===== src/rtl/rtype_control_sequencer.sv =====
// Control-step FSM for the bus datapath: fetch, decode, register-to-register ALU
// and mul/div sequencing with one-hot register enables and unit strobes.
module rtype_control_sequencer #(
  parameter int NUM_REGS  = 16,
  parameter int REG_IDX_W = 4,
  parameter int OPCODE_W  = 5,
  parameter int ALU_SEL_W = 4,
  parameter int IR_W      = 32
) (
  input  logic                 clk,
  input  logic                 clr,
  input  logic                 start,
  input  logic                 run,
  input  logic                 mem_ready,
  input  logic [IR_W-1:0]      ir,
  output logic                 PCout,
  output logic                 MARin,
  output logic                 IncPC,
  output logic                 Zin,
  output logic                 Zlowout,
  output logic                 Zhighout,
  output logic                 PCin,
  output logic                 MDRin,
  output logic                 Read,
  output logic                 MDRout,
  output logic                 IRin,
  output logic                 Yin,
  output logic                 HIin,
  output logic                 LOin,
  output logic [NUM_REGS-1:0]  r_in,
  output logic [NUM_REGS-1:0]  r_out,
  output logic [ALU_SEL_W-1:0] ALU_select,
  output logic                 busy,
  output logic                 done,
  output logic                 illegal
);

  typedef enum logic [2:0] {
    S_IDLE, S_T0, S_T1, S_T2, S_T3, S_T4, S_T5, S_T6
  } state_t;

  localparam int RA_HI = IR_W - 1 - OPCODE_W;
  localparam int RB_HI = RA_HI - REG_IDX_W;
  localparam int RC_HI = RB_HI - REG_IDX_W;
  localparam int LO_HI = RC_HI - REG_IDX_W;
  localparam logic [NUM_REGS-1:0] ONE = NUM_REGS'(1);

  state_t state_q, state_d;
  logic [REG_IDX_W-1:0] ra_q, ra_d, rc_q, rc_d;
  logic [ALU_SEL_W-1:0] alu_q, alu_d;
  logic                 md_q, md_d;

  logic [OPCODE_W-1:0]  opc;
  logic [REG_IDX_W-1:0] ra, rb, rc;
  logic                 op_ok, regs_ok, legal, is_md;
  logic [ALU_SEL_W-1:0] alu_code;
  logic                 unused_ir;

  assign opc = ir[IR_W-1 -: OPCODE_W];
  assign ra  = ir[RA_HI -: REG_IDX_W];
  assign rb  = ir[RB_HI -: REG_IDX_W];
  assign rc  = ir[RC_HI -: REG_IDX_W];
  assign unused_ir = ^ir[LO_HI:0];

  assign op_ok   = (opc != '0) && (opc <= OPCODE_W'(15));
  assign regs_ok = (int'(ra) < NUM_REGS) && (int'(rb) < NUM_REGS)
                && (int'(rc) < NUM_REGS);
  assign legal   = op_ok && regs_ok;
  assign is_md   = opc >= OPCODE_W'(14);
  // mul/div codes (1101, 1110) fall out of the same opcode-1 mapping
  assign alu_code = ALU_SEL_W'(opc - OPCODE_W'(1));

  always_ff @(posedge clk or posedge clr) begin
    if (clr) begin
      state_q <= S_IDLE;
      ra_q    <= '0;
      rc_q    <= '0;
      alu_q   <= '0;
      md_q    <= 1'b0;
    end else begin
      state_q <= state_d;
      ra_q    <= ra_d;
      rc_q    <= rc_d;
      alu_q   <= alu_d;
      md_q    <= md_d;
    end
  end

  always_comb begin
    state_d    = state_q;
    ra_d       = ra_q;
    rc_d       = rc_q;
    alu_d      = alu_q;
    md_d       = md_q;
    PCout      = 1'b0;
    MARin      = 1'b0;
    IncPC      = 1'b0;
    Zin        = 1'b0;
    Zlowout    = 1'b0;
    Zhighout   = 1'b0;
    PCin       = 1'b0;
    MDRin      = 1'b0;
    Read       = 1'b0;
    MDRout     = 1'b0;
    IRin       = 1'b0;
    Yin        = 1'b0;
    HIin       = 1'b0;
    LOin       = 1'b0;
    r_in       = '0;
    r_out      = '0;
    ALU_select = '0;
    done       = 1'b0;
    illegal    = 1'b0;
    unique case (state_q)
      S_IDLE: if (start) state_d = S_T0;
      S_T0: begin
        PCout   = 1'b1;
        MARin   = 1'b1;
        IncPC   = 1'b1;
        Zin     = 1'b1;
        state_d = S_T1;
      end
      S_T1: begin
        Zlowout = 1'b1;
        PCin    = 1'b1;
        Read    = 1'b1;
        MDRin   = 1'b1;
        if (mem_ready) state_d = S_T2;
      end
      S_T2: begin
        MDRout  = 1'b1;
        IRin    = 1'b1;
        state_d = S_T3;
      end
      S_T3: begin
        if (legal) begin
          r_out   = ONE << rb;
          Yin     = 1'b1;
          ra_d    = ra;
          rc_d    = rc;
          alu_d   = alu_code;
          md_d    = is_md;
          state_d = S_T4;
        end else begin
          illegal = 1'b1;
          state_d = S_IDLE;
        end
      end
      S_T4: begin
        r_out      = ONE << rc_q;
        ALU_select = alu_q;
        Zin        = 1'b1;
        state_d    = S_T5;
      end
      S_T5: begin
        Zlowout = 1'b1;
        if (md_q) begin
          LOin    = 1'b1;
          state_d = S_T6;
        end else begin
          r_in    = ONE << ra_q;
          done    = 1'b1;
          state_d = run ? S_T0 : S_IDLE;
        end
      end
      S_T6: begin
        Zhighout = 1'b1;
        HIin     = 1'b1;
        done     = 1'b1;
        state_d  = run ? S_T0 : S_IDLE;
      end
    endcase
  end

  assign busy = (state_q != S_IDLE);

endmodule

===== config.mk =====
export PLATFORM = sky130hd
export DESIGN_NAME = rtype_control_sequencer
export DESIGN_NICKNAME = d
export VERILOG_FILES = /design/src/rtl/rtype_control_sequencer.sv
export SDC_FILE = /design/constraint.sdc
export NUM_CORES = 1
export LEC_CHECK = 0
export BUFFER_PORTS_ARGS = -buffer_cell sky130_fd_sc_hd__buf_2
export CORE_MARGIN = 3
export CORE_UTILIZATION = 30
export DETAILED_ROUTE_END_ITERATION = 10
export SLEW_MARGIN = 15
export SYNTH_ARGS = -nofsm -noshare
export SYNTH_HDL_FRONTEND = slang
export SYNTH_SLANG_ARGS = --single-unit
export TNS_END_PERCENT = 100

===== constraint.sdc =====
create_clock -name clk -period 3.64 [get_ports clk]
set_clock_uncertainty 0.2 [all_clocks]
set_input_delay 0.182 -clock clk [delete_from_list [all_inputs] [get_ports clk]]
set_output_delay 0.182 -clock clk [all_outputs]
set_load 0.02 [all_outputs]

==> out/qor.csv <==
stage,metric,value,unit
sta,min Tclk post-route,2.43,ns
finish,"most common cell after layout, fill and taps aside",buf_2,
clock_tree,"Setup Fix Bufs, Post-CTS",0,
floorplan,Die Area,5500,um2
logic_synthesis,post-synth top area cell,dfrtp_1,
grt,initial antenna violation count,0,
logic_synthesis,syn nets,208,
floorplan,die height,74.2,um
floorplan,Die Width,74.2,um
sta,fmax,0.411,GHz
flow_run,max_cap viols,0,
sta,"Setup violations, final",0,
routing,First DRT Iteration DRCs,55,
sta,count of final hold-check violations,0,
grt,first-pass GRT wire length,6.00,mm
setup_path,critical path's top delay family,simple AND/OR/NAND/NOR gates,
pwr,maximum VDD drop,0.200,mV
min_path,Worst Hold Class,in2reg,
logic_synthesis,"Cell Area, Synth",1400,um2
grt,GRT overflow,0,
clock_tree,H-tree Lvls,1,
routing,post-DR wirelength/cell,12.7,um
routing,ANT nets after route,0,
setup_path,WP buf/inv,1,
logic_synthesis,Synth area leaders,"dfrtp_1, mux2_1, nor2_1",
routing,Pre-antenna DRT Iters,4,
setup_path,critical path launch point type,register,
sta,worst-margin pin slew,0.595,ns
sta,"Slew Viols, Final",0,
pwr,Leak,0.975,nW
pwr,total power,1.04,mW
logic_synthesis,Synth Register Bits,16,
placed_design,GPL Wtd Cong,0.880,
finish,area grow syn2layout,35.7,%
clock_tree,clock latency at the later pin of the worst-skew pair,0.25,ns
setup_path,Critical Path Fanout Max,15,
placed_design,Port-buffer cells,74,
setup_path,worst-path cell chain,"nor2_1, nand3_4, o41ai_1, buf_2",
routing,overall via count from detail_route,1449,
setup_path,Worst Path Required,3.26,ns
floorplan,Core Box Area,4410,um2
setup_path,CP max stage delay,0.51,ns
grt,vias in the first global route,1329,
clock_tree,clk buf depth,2,
clock_tree,CTS root buf,clkbuf_8,
finish,most frequent cells in the layout,"buf_2, nor2_1, nand2_1, dfrtp_1",
logic_synthesis,Mean Syn Cell Area,8.35,um2
clock_tree,CTS Sinks,16,
sta,fin crit share,0.668,
clock_tree,CTS tree,done,
logic_synthesis,post-synthesis sequential area ratio,0.287,
grt,largest net degree at the start of global routing,19,
finish,Antenna Cells,0,
logic_synthesis,Cells after Synth,167,
placed_design,DP HPWL,2.87,mm
setup_path,R2R Setup Slk,1.53,ns
sta,RSZ-0062 raised after global routing,no,
logic_synthesis,post-synth top area share,0.287,
clock_tree,post-CTS sizing,0,
floorplan,Starting Density,0.316,
setup_path,Setup crit end kind,output port,
routing,DR DRC count,0,
clock_tree,Num CTS Buffers,3,
floorplan,Rows,24,
finish,fraction of layout cells with a size suffix above 1,0.368,
setup_path,WS Path Type,reg2out,
pwr,power per cell area,552,nW/um2
sta,headroom to the max-slew limit,0.603,
setup_path,Worst EP arrival,2.05,ns
setup_path,Slowest cell on crit path,dfrtp_1,
clock_tree,Clock transition at path regs,0.06,ns
finish,Final #Nets,284,
logic_synthesis,Synth Warn #,0,
logic_synthesis,post-synthesis cell type count,41,
outcome,status,"complete, no violations",
routing,routed vias/inst,4.93,
sta,Post-Route Setup TNS,0,ns
grt,GRT Resource Usage Total,0.141,
finish,fill cell total of the finished layout,470,
floorplan,Top Ports,90,
routing,Total Wirelength,3.75,mm
-- synth_stat cells --
master      n
and4b_4     1
a21oi_1     3
inv_1       7
o31ai_1     1
inv_4       1
a2bb2o_1    1
dfrtp_1    16
or3_1       4
mux2_2      1
xor2_1      2
o32ai_2     1
a211oi_4    1
nand4_1     3
and3_1      2
o32ai_1     3
buf_6       2
o31ai_2     2
o22ai_1     7
nand3b_1    2
buf_4       6
nand2b_1   10
nor2b_1     6
a31oi_1     3
nand4bb_1   1
nor3b_1     2
and3b_1     1
mux2_1     10
or4_4       1
o21ai_0     1
clkbuf_1    4
nor3_1      5
and2_1      3
o41ai_1     1
nand2_1    16
nand3_4     1
mux2i_1     1
ha_1        4
nor2_1     26
nand3_1     2
a2111oi_0   1
or2_2       2
-- flip-flops by register name (all words and copies together) (netlist names) --
register	flops
ra_q	4
rc_q	4
alu_q	4
md_q	1
state_q	3
-- cells by family after synthesis --
logic type / after synthesis / synth area share
AO/OA/AOI/OAI: 25 / 0.147
XOR/XNOR: 2 / 0.0126
adder cells (fa/ha/maj): 4 / 0.0359
buffers and inverters: 20 / 0.0825
flip-flops: 16 / 0.287
multiplexers: 12 / 0.0960
AND/OR/NAND/NOR: 88 / 0.339
-- worst paths after layout --
| kind | start | to | depth (start not counted) |
|---|---|---|---|
| max | state_q[1] | r_out[4] | 4 |
| min | mem_ready | state_q[0] | 3 |
| max reg2reg | state_q[1] | rc_q[0] | 4 |
| min reg2reg | alu_q[2] | alu_q[2] | 1 |
| max in group asynchronous | clr | rc_q[1] | 3 |
| min in group asynchronous | clr | alu_q[3] | 3 |
-- stage by stage --
step	cell area (um2)	hold slack (ns)	util	instances	setup slack, ns
final	1890	0.0498	0.429	294	1.21
after global routing	1890	0.0740	0.429	294	0.976
after floorplan	1400	-0.104	-	167	1.41
after detailed placement	1750	0.0877	0.396	281	1.24
after global placement	1750	0.0818	0.396	281	1.20
after CTS	1890	0.0415	0.429	294	1.19
-- where the power goes --
group          switching [mW]  internal (mW)  total [mW]
Clock                  0.0617         0.0959       0.158
Sequential              0.128          0.263       0.392
Combinational           0.292          0.203       0.495
Total                   0.482          0.562        1.04
-- per-layer routing --
metal | wire (um) | GRT usage | vias up | part of all wire
met5 | 0 | 0 | - | 0
met4 | 44 | 0.0543 | 0 | 0.012
met3 | 238 | 0.0338 | 2 | 0.064
met2 | 1850 | 0.239 | 44 | 0.49
met1 | 1620 | 0.173 | 671 | 0.43
li1 | - | - | 732 | -
-- tightest hold or removal path, delay by kind of cell --
| kind | cells | cell delay, ns |
|---|---|---|
| buf+inv | 1 | 0.07 |
| compound gates | 2 | 0.20 |
-- final cells by class --
cell class,count,area (um2),area share
multi-input cells,131,880,0.465
well taps,52,65.1,0.0344
inverters,8,32.5,0.0172
clock buffers,4,55.1,0.0291
flip-flops and latches,16,400,0.211
repair buffers,83,460,0.243
-- what timing repair did --
| item | 4_1_cts | 5_1_grt |
|---|---|---|
| hold buffers | 9 | 0 |
| endpoints found under the setup margin | 0 | 0 |
| hold endpoints to repair | 24 | 0 |
No activity file was read; power rests on OpenSTA's default activity.
